<file path="src/rtl/shift_sched_pkg.sv">
// rtl/shift_sched_pkg.sv - shared types, constants and sign-magnitude field macros for shift_sched
`ifndef SM_FIELDS_SVH
`define SM_FIELDS_SVH
`define SM_SIGN(x, n) x[(n)-1]
`define SM_MAG(x, n) x[(n)-2:0]
`endif

package shift_sched_pkg;
   localparam int NUM_REQ = 2;

   typedef enum logic [1:0] {
      ST_IDLE  = 2'd0,
      ST_SHIFT = 2'd1,
      ST_DONE  = 2'd2
   } state_e;
endpackage

</file>
<file path="src/rtl/rr_arb2.sv">
// rtl/rr_arb2.sv - two-way round-robin arbiter with pointer register
module rr_arb2
   import shift_sched_pkg::*;
(
   input  logic               i_clk,
   input  logic               i_rst,
   input  logic [NUM_REQ-1:0] i_req,
   input  logic               i_en,
   output logic [NUM_REQ-1:0] o_gnt,
   output logic               o_idx
);
   logic ptr_q, ptr_d;
   logic any_gnt;

   always_comb begin
      any_gnt = i_en & (|i_req);
      o_idx   = i_req[ptr_q] ? ptr_q : ~ptr_q;
      o_gnt   = '0;
      if (any_gnt) o_gnt[o_idx] = 1'b1;
      // Pointer favours the other requester next time.
      ptr_d   = any_gnt ? ~o_idx : ptr_q;
   end

   always_ff @(posedge i_clk) begin
      if (i_rst) ptr_q <= 1'b0;
      else       ptr_q <= ptr_d;
   end
endmodule

</file>
<file path="src/rtl/shift_sched.sv">
// rtl/shift_sched.sv - shared sequential sign-magnitude left shifter for two requesters
module shift_sched
   import shift_sched_pkg::*;
#(
   parameter int N = 8
) (
   input  logic               i_clk,
   input  logic               i_rst,
   input  logic [NUM_REQ-1:0] i_req,
   input  logic [N-1:0]       i_a0,
   input  logic [N-1:0]       i_b0,
   input  logic [N-1:0]       i_a1,
   input  logic [N-1:0]       i_b1,
   output logic [NUM_REQ-1:0] o_gnt,
   output logic               o_busy,
   output logic               o_valid,
   input  logic               i_ready,
   output logic               o_id,
   output logic [N-1:0]       o_out,
   output logic               o_err,
   output logic               o_ovf
);
   localparam int CW = $clog2(N);
   localparam logic [N-2:0]  MAX_SHIFT = (N-1)'(N-1);
   localparam logic [CW-1:0] MAX_CNT   = CW'(N-1);

   state_e         state_q, state_d;
   logic           sign_q, sign_d;
   logic [N-2:0]   mag_q, mag_d;
   logic [CW-1:0]  cnt_q, cnt_d;
   logic           id_q, id_d;
   logic           err_q, err_d;
   logic           ovf_q, ovf_d;

   logic           arb_en;
   logic           arb_idx;
   logic [N-1:0]   a_sel, b_sel;
   logic [N-2:0]   b_mag;
   logic [CW-1:0]  cnt_eff;

   assign arb_en = (state_q == ST_IDLE) & ~i_rst;

   rr_arb2 u_arb (
      .i_clk (i_clk),
      .i_rst (i_rst),
      .i_req (i_req),
      .i_en  (arb_en),
      .o_gnt (o_gnt),
      .o_idx (arb_idx)
   );

   always_comb begin
      a_sel   = arb_idx ? i_a1 : i_a0;
      b_sel   = arb_idx ? i_b1 : i_b0;
      b_mag   = `SM_MAG(b_sel, N);
      // Shifts beyond N-1 cannot change the outcome, so saturate the count.
      cnt_eff = (b_mag >= MAX_SHIFT) ? MAX_CNT : b_mag[CW-1:0];

      state_d = state_q;
      sign_d  = sign_q;
      mag_d   = mag_q;
      cnt_d   = cnt_q;
      id_d    = id_q;
      err_d   = err_q;
      ovf_d   = ovf_q;

      case (state_q)
         ST_IDLE: begin
            if (|o_gnt) begin
               id_d = arb_idx;
               if (`SM_SIGN(b_sel, N)) begin
                  sign_d  = 1'b0;
                  mag_d   = '0;
                  err_d   = 1'b1;
                  ovf_d   = 1'b0;
                  state_d = ST_DONE;
               end else begin
                  sign_d  = `SM_SIGN(a_sel, N);
                  mag_d   = `SM_MAG(a_sel, N);
                  err_d   = 1'b0;
                  ovf_d   = 1'b0;
                  cnt_d   = cnt_eff;
                  state_d = (cnt_eff == '0) ? ST_DONE : ST_SHIFT;
               end
            end
         end
         ST_SHIFT: begin
            ovf_d = ovf_q | mag_q[N-2];
            mag_d = {mag_q[N-3:0], 1'b0};
            cnt_d = cnt_q - CW'(1);
            if (cnt_q == CW'(1)) state_d = ST_DONE;
         end
         ST_DONE: begin
            if (i_ready) state_d = ST_IDLE;
         end
         default: state_d = ST_IDLE;
      endcase
   end

   always_ff @(posedge i_clk) begin
      if (i_rst) begin
         state_q <= ST_IDLE;
         sign_q  <= 1'b0;
         mag_q   <= '0;
         cnt_q   <= '0;
         id_q    <= 1'b0;
         err_q   <= 1'b0;
         ovf_q   <= 1'b0;
      end else begin
         state_q <= state_d;
         sign_q  <= sign_d;
         mag_q   <= mag_d;
         cnt_q   <= cnt_d;
         id_q    <= id_d;
         err_q   <= err_d;
         ovf_q   <= ovf_d;
      end
   end

   assign o_busy  = (state_q != ST_IDLE);
   assign o_valid = (state_q == ST_DONE);
   assign o_id    = id_q;
   assign o_out   = {sign_q, mag_q};
   assign o_err   = err_q;
   assign o_ovf   = ovf_q;
endmodule

</file>
<file path="config.mk">
export PLATFORM = sky130hd
export DESIGN_NAME = shift_sched
export DESIGN_NICKNAME = d
export VERILOG_FILES = /design/src/rtl/shift_sched_pkg.sv /design/src/rtl/rr_arb2.sv /design/src/rtl/shift_sched.sv
export SDC_FILE = /design/constraint.sdc
export NUM_CORES = 1
export LEC_CHECK = 0
export ABC_AREA = 1
export BUFFER_PORTS_ARGS = -buffer_cell sky130_fd_sc_hd__buf_2
export CAP_MARGIN = 5
export CORE_ASPECT_RATIO = 0.7
export CORE_MARGIN = 2
export CORE_UTILIZATION = 44
export CTS_BUF_LIST = sky130_fd_sc_hd__clkbuf_4
export CTS_CLUSTER_DIAMETER = 80
export CTS_CLUSTER_SIZE = 28
export DETAILED_ROUTE_END_ITERATION = 6
export PLACE_DENSITY = 0.72
export SLEW_MARGIN = 10
export SYNTH_ARGS = -nofsm -noshare
export SYNTH_HDL_FRONTEND = slang
export SYNTH_SLANG_ARGS = --single-unit
export TNS_END_PERCENT = 50
</file>
<file path="constraint.sdc">
create_clock -name i_clk -period 1.4 [get_ports i_clk]
set_input_delay 0.28 -clock i_clk [delete_from_list [all_inputs] [get_ports i_clk]]
set_output_delay 0.28 -clock i_clk [all_outputs]
set_load 0.005 [all_outputs]
</file>
Word-level counts from Yosys, hierarchy flattened --
Index checks and enable logic that the tools add are counted. Widths: inputs -> output; s select.
Operators by class: add/subtract/negate cells 1, $mul 0, divide/modulo/power cells 0, magnitude comparators 4, eq/ne operators 7, shift-type cells 0, multiplexer cells 25, bitwise gates (word level) 6, reductions and logical operators 11
Operator list (count):
- $mux 8 | 2
- $mux 7 | 2
- $pmux 7 s2 | 1
- $mux 2 | 6
- $mux 3 | 3
- $ge 7x3->1 const B | 1
- $mux 1 | 7
- $pmux 2 s3 | 1
- $pmux 3 s2 | 1
- $reduce_and 3->1 | 2
- $lt 1x2->1 const B | 2
- $ne 2x1->1 const B | 2
- $ne 2x2->1 const B | 2
- $reduce_and 2->1 | 2
- $reduce_bool 2->1 | 2
- $reduce_or 2->1 | 2
- $eq 3x1->1 const B | 1
- $logic_not 3->1 | 1
- $not 1->1 | 3
- $sub 3x1->3 const B | 1
- $and 1x1->1 | 2
- $eq 2x1->1 const B | 1
- $eq 2x2->1 const B | 1
- $logic_not 2->1 | 1
- 5 further kinds | 5
Word-level totals: flip-flop bits (word level) 17, latch bits 0, bits in writable memories 0, memory bits (read-only) 0, bits of input ports 37, output and inout bits 15, word-level logic and storage cells 62, memories kept 0

Depth between registers and ports, before layout --
Gate-level depths: netlist of run 1.
word-level depth 11, gate-level depth with buffers 10, gate-level depth less buffers 10

Cells and area by module --
A second synthesis of run 1 with hierarchy kept.
Unflattened totals: cells, all modules 170, area, all modules 1046.0 µm²
Modules (own cells, without submodules):
- shift_sched | instances 1, cells an instance 158, area an instance 982.2 µm², seq. area each 320.3 µm²
- rr_arb2 | instances 1, cells an instance 12, area an instance 63.8 µm², seq. area each 20.0 µm²

Least setup slack after synthesis of run 1 --
Ideal clock, no wire load.
path kind flip-flop to output port, from register state_q[1], to output o_gnt[0], arrival 0.952 ns, data required time 1.120 ns, setup slack 0.168 ns, cell stages (with the launch flop) 7, path buffers 1, path through dfxtp_1 > nor2_2 > o21ai_2 > nor2_4 > inv_2 > buf_6 > nor2_1
On the way: word-level cells in the longest chain between the ends 4
Ends and longest elaborated chain:
- from (decl) | line shift_sched.sv:27 | state_e state_q, state_d;
- from (signal assigned) | line shift_sched.sv:110 | state_q <= state_d;
- $logic_not 2->1 | line shift_sched.sv:41 | assign arb_en = (state_q == ST_IDLE) & ~i_rst;
- $and 1x1->1 | line shift_sched.sv:41
- $and 1x1->1 | line rr_arb2.sv:16 | any_gnt = i_en & (|i_req);
- $mux 2 | line rr_arb2.sv:19 | if (any_gnt) o_gnt[o_idx] = 1'b1;
- to (decl) | line shift_sched.sv:14 | output logic [NUM_REQ-1:0] o_gnt,
Every way passes these cells.

Worst setup path after layout of run 1 --
Same ends and word-level chain as after synthesis.

==> results of run 1 <==
final cells by class:
cell class              instances  area [um^2]
flip-flops and latches         17          347
well taps                      34         42.5
clock buffers                   4         30.0
repair buffers                 64          353
multi-input cells             141          683
fillers                       243          892
inverters                      19         73.8
synth_stat cells (2+ instances only):
cell type   n  area share
buf_4       3       0.020
nor2_1     18       0.061
inv_2       3       0.010
a31oi_1     6       0.034
ha_1        2       0.023
nand2_1    78        0.26
dfxtp_1    17        0.31
o21ai_1     2      0.0090
nand3_1    13       0.059
o21ai_2     2       0.016
nand2_2     2       0.011
a21oi_1     6       0.027
inv_1      16       0.054
nor2_4      2       0.020
o21ai_0     3       0.014
report_power, final:
group | switching (mW) | total [mW] | internal [mW]
Sequential | 0.0866 | 0.721 | 0.635
Combinational | 0.870 | 1.48 | 0.613
Clock | 0.154 | 0.284 | 0.130
logic make-up after synthesis:
family          after synthesis
simple gates                116
fa+ha+maj                     2
compound gates               23
buf+inv                      25
flops                        17
final timing paths:
kind,endpoint,slack (ps),depth (start not counted),from
hold / removal,sign_q$_SDFFE_PP0P_,330,5,i_a1[7]
setup reg to reg,mag_q[3]$_SDFFE_PP0P_,10,8,state_q[1]$_SDFFE_PP0P_
hold reg to reg,o_ovf$_SDFFE_PP0P_,490,2,o_ovf$_SDFFE_PP0P_
setup / recovery,o_gnt[0],-130,6,state_q[1]$_SDFFE_PP0P_
worst min-delay path, delay by kind of cell:
kind / cells / cell delay, ps
and+or+nand+nor: 3 / 170
AOI/OAI and AO/OA: 1 / 60
buffers and inverters: 1 / 70
per-stage QoR:
| step | TNS (ps) | setup slack [ps] | total power, mW | utilization |
|---|---|---|---|---|
| 5_1_grt | -1570 | -245 | 2.72 | 0.632 |
| 3_3_place_gp | -8.27 | -8.27 | 2.06 | 0.590 |
| 3_5_place_dp | 0 | 14.5 | 2.05 | 0.590 |
| 4_1_cts | -341 | -169 | 2.46 | 0.625 |
| 6_report | -266 | -133 | 2.49 | 0.632 |
| 2_1_floorplan | 0 | 168 | 1.62 | - |
state kept, by name (all words and copies together), names as in the netlist:
name,cells
cnt_q,3
mag_q,7
o_err,1
o_id,1
o_ovf,1
sign_q,1
state_q,2
u_arb.ptr_q,1
per-layer routing:
layer / up-vias / track usage / wire, um
li1: 704 / - / -
met1: 554 / 0.294 / 1480
met2: 40 / 0.367 / 1330
met3: 4 / 0.0693 / 187
met4: 0 / 0.0783 / 36
met5: - / 0 / 0
timing repair:
action	4_1_cts	5_1_grt
pin swaps	5	2
setup endpoints to repair	2	18
gates cloned	0	0
gates resized for setup	11	6
setup buffers	3	0
==> results.md, run 1 <==
* CTS buffer count at 3
* Clock net sink count at 17
* Hold Buf Count CTS at 0
* RSZ-0062 raised after global routing: yes
* YS warnings at 0
* Detailed-route wire length at about 3000 um
* Top Ports at 52
* Clock skew at about 3.7 ps
* Worst VDD drop at about 0.89 mV
* FF+latch count, synth at 17
* Max-cap viol count at 0
* Synth Instances at 183
* Number of synthesized flops with an enable pin at 0
* P_leak at roughly 0.83 nW
* Async set-or-reset flop fraction in the synthesized netlist at 0
* Crit end category: output pin
* Syn-to-layout area delta at 38.1%
* DP Wirelength at roughly 2300 um
* Crit share post-route at 1.10
* DR WL/cell at 10.9 um
* Final hold slack at roughly 330 ps
* Largest net degree at the start of global routing at 11
* Post-Synthesis Cell Area at around 1100 um^2
* Sequential element share of the synthesized area at 0.307
* Clock buffer depth at 2
* Req. time, crit path at about 1100 ps
* Critical Path AT at roughly 1300 ps
* Commonest non-fill, non-tap cell in the layout: nand2_1
* Adder-Cell Fraction of Synth Area at 0.0226
* CTS tree: yes
* Initial DRC count at 70
* Setup violations, final at 2
* Fin. max-slew vios at 0
* Crit-path cells: nor2_4 -> o21ai_4 -> nor2_4 -> inv_4 -> nor2_2 -> buf_2
* Post-synth net total at ~220
* GP Congestion at around 0.86
* Vias at roughly 1300
* Status: finished with violations
* Final worst slack at -133 ps
* Clk pin slew, worst setup/hold paths at around 100 ps
* GRT overflow at 0
* Slew margin rel. at 0.813
* Simple-gate portion of the synthesized area at 0.432
* Area of placed instances at approximately 1400 um^2
* Commonest cells after routing, fill and taps aside: nand2_1, buf_2, inv_1
* XOR/XNOR Fraction of Synth Area at 0
* Pwr per Cell Area at approximately 1600 nW/um^2
* 1st-pass router iterations at 4
* H-tree depth at 1
* Starting density of the core at 0.457
* Crit path launch type: flip-flop
* Fmax at 652 MHz
* CTS Root Cell: clkbuf_4
* Vias in the first global route at 1146
* Post-Layout Cell Count at ~280
* Delay-heaviest family, CP: flip-flops
* DR DRC count at 0
* Layout cells sized above 1 at 0.363
* ANT cells at 0
* Fin nets at approximately 290
* Multiplexer share of the synthesized area at 0
* Site Rows at 15
* Placed insts at 272
* First-pass GRT wire length at ~5000 um
* Final hold violations at 0
* DIE WIDTH at roughly 64 um
* Largest family of logic cells by synthesized area: simple AND/OR/NAND/NOR gates
* Avg Inst Size Synth at 6.05 um^2
* Critical-path top delay cell: dfxtp_2
* Critical path class: flip-flop to output pin
* Die Ht at about 46 um
* Post-route cell area at 1530 um^2
* Total core area at 2420 um^2
* CP Max Fanout at 5
* Worst hold path class: input port to flip-flop
* Synth unique cells at 25
* Min cycle time layout at ~1500 ps
* Synth Area in Compound Gates at 0.127
* Vias per cell at ~4.7
* Post-route antenna net violation count at 0
* Initial antenna violation count at 0
* Crit-path max cell delay at ~350 ps
* Failing checks: setup timing
* Worst-margin pin slew at around 280 ps
* Buf+Inv Stages, Crit Path at 2
* Clock Latency Late Sink at 290 ps
* Most used cell, CP: nor2_4
* GR Util All Layers at 0.228
* Die area at roughly 2900 um^2
* IO buf count at 51
* Predominant post-synthesis flop cell: dfxtp_1
No activity file was read; power rests on OpenSTA's default activity.
==> inputs of run 2 (changes only) <==
==> constraint.sdc (replaced) <==
create_clock -name i_clk -period 1.66 [get_ports i_clk]
set_input_delay 0.332 -clock i_clk [delete_from_list [all_inputs] [get_ports i_clk]]
set_output_delay 0.332 -clock i_clk [all_outputs]
set_load 0.005 [all_outputs]
==> run 2 against run 1 <==
  * The flow now finishes without violations
  * Power decreased by 18%
  * Sequential cell count unchanged
  * Die area did not move
  * Register-to-register slack better by 170 ps
  * Highest routed layer unchanged
==> results.md, run 2 (synthesized netlist as in run 1, its figures left out) <==
* Clock net sink count at 17
* Clk pin slew, worst setup/hold paths at approximately 100 ps
* Crit share post-route at 0.988
* H-tree depth at 1
* Area of placed instances at about 1400 um^2
* DIE WIDTH at around 64 um
* Clock skew at roughly 4.3 ps
* Commonest non-fill, non-tap cell in the layout: nand2_1
* Die area at 2940 um^2
* Status: completed
* Util after Layout at 0.614
* Pwr per Cell Area at roughly 1400 nW/um^2
* Clock Latency Late Sink at 290 ps
* Post-route antenna net violation count at 0
* Vias per cell at about 4.8
* CTS buffer count at 3
* Layout cells sized above 1 at 0.324
* CTS tree: yes
* Fin nets at around 280
* Largest registers: mag_q (7), cnt_q (3), state_q (2)
* DP Wirelength at approximately 2200 um
* Max-cap viol count at 0
* Post-route cell area at between 1000 and 1500 um^2
* Worst hold path class: input port to flip-flop
* CTS Root Cell: clkbuf_4
* Total core area at between 2000 and 2500 um^2
* GR Util All Layers at 0.218
* DR WL/cell at around 11 um
* Reg2reg setup slack at 180 ps
* Layout fillers at 244
* Biggest register: mag_q
* Slew margin rel. at 0.705
* Vias in the first global route at between 1000 and 1500
* DR DRC count at 0
* Detailed-route wire length at approximately 2900 um
* Placed insts at between 200 and 300
* Post-place setup slack at 162 ps
* Die Ht at roughly 46 um
* Top Ports at 52
* Final worst slack at slightly below 20 ps
* Largest net degree at the start of global routing at 15
* Syn-to-layout area delta at 34.2%
* GP Congestion at 0.865
* Min cycle time layout at about 1600 ps
* Final hold violations at 0
* Critical path class: flip-flop to output pin
* Max reg flops at 7
* Req. time, crit path at approximately 1300 ps
* Initial antenna violation count at 0
* Clock buffer depth at 2
* Setup TNS at 0 ps
* ANT cells at 0
* Site Rows at 15
* RSZ-0062 raised after global routing: yes
* CP Max Fanout at 8
* Fin. max-slew vios at 0
* Crit path launch type: flip-flop
* Worst-margin pin slew at 440 ps
* IO buf count at slightly above 50
* Total Power at between 2 and 2.5 mW
* Commonest cells after routing, fill and taps aside: nand2_1, buf_2, nor2_1
* Fmax at a little over 600 MHz
* Starting density of the core at 0.457
* Hold Buf Count CTS at 0
* 1st-pass router iterations at 4
* Setup violations, final at 0
* First-pass GRT wire length at 4900 um
* Post-Layout Cell Count at 275
* Worst VDD drop at 0.710 mV
* Initial DRC count at approximately 70
* Crit end category: output pin
* P_leak at approximately 0.82 nW
* Final hold slack at about 370 ps
* GRT overflow at 0
* Critical Path AT at between 1000 and 1500 ps
* Vias at ~1300
## run 2: cell types whose count changed in the layout (fill, tap and decap cells not counted), moves of 3 or more
cell,change
nand2_2,-4
nor2_2,-3
nand2_1,+3
buf_4,-4
nor2_1,+3
## run 2: layout make-up
| class | instances | area, um^2 | share of cell area |
|---|---|---|---|
| Multi-Input combinational cell | 141 | 666 | 0.448 |
| Sequential cell | 17 | 345 | 0.232 |
| Clock buffer | 4 | 30.0 | 0.0202 |
| Inverter | 19 | 73.8 | 0.0497 |
| Tap cell | 34 | 42.5 | 0.0286 |
| Timing Repair Buffer | 60 | 329 | 0.221 |
## run 2: worst paths after layout
| path | cells after the start | end | startpoint |
|---|---|---|---|
| worst max-delay path | 6 | o_gnt[1] | state_q[1]$_SDFFE_PP0P_ |
| worst min register to register | 2 | o_ovf$_SDFFE_PP0P_ | o_ovf$_SDFFE_PP0P_ |
| worst min-delay path | 5 | sign_q$_SDFFE_PP0P_ | i_a0[7] |
| worst max register to register | 9 | cnt_q[1]$_SDFFE_PP0P_ | state_q[0]$_SDFFE_PP0P_ |
## run 2: timing repair
item                       in CTS  in global routing
pin swaps                       1                  3
resized for setup               5                  5
setup buffers                   1                  4
setup endpoints to repair       2                  3
## run 2: worst max-delay path, stage by stage (launching register included)
cell     delay, ps
dfxtp_2        340
nor2_4         130
o21ai_2         90
nor2_4         140
inv_4           80
nor2_4         130
buf_6          110
## run 2: power by group
part | internal, mW | total [mW] | leakage [nW] | switching, mW
Sequential | 0.534 | 0.606 | 0.141 | 0.0719
Clock | 0.110 | 0.238 | 0.0184 | 0.128
Combinational | 0.479 | 1.19 | 0.656 | 0.715
Total | 1.12 | 2.04 | 0.815 | 0.915
## run 2: layer usage
layer | vias up | track usage | share of wire
met5 | - | 0 | 0
met4 | 0 | 0.0522 | 0.0044
met3 | 2 | 0.0619 | 0.078
met2 | 49 | 0.358 | 0.44
met1 | 564 | 0.287 | 0.47
li1 | 696 | - | -
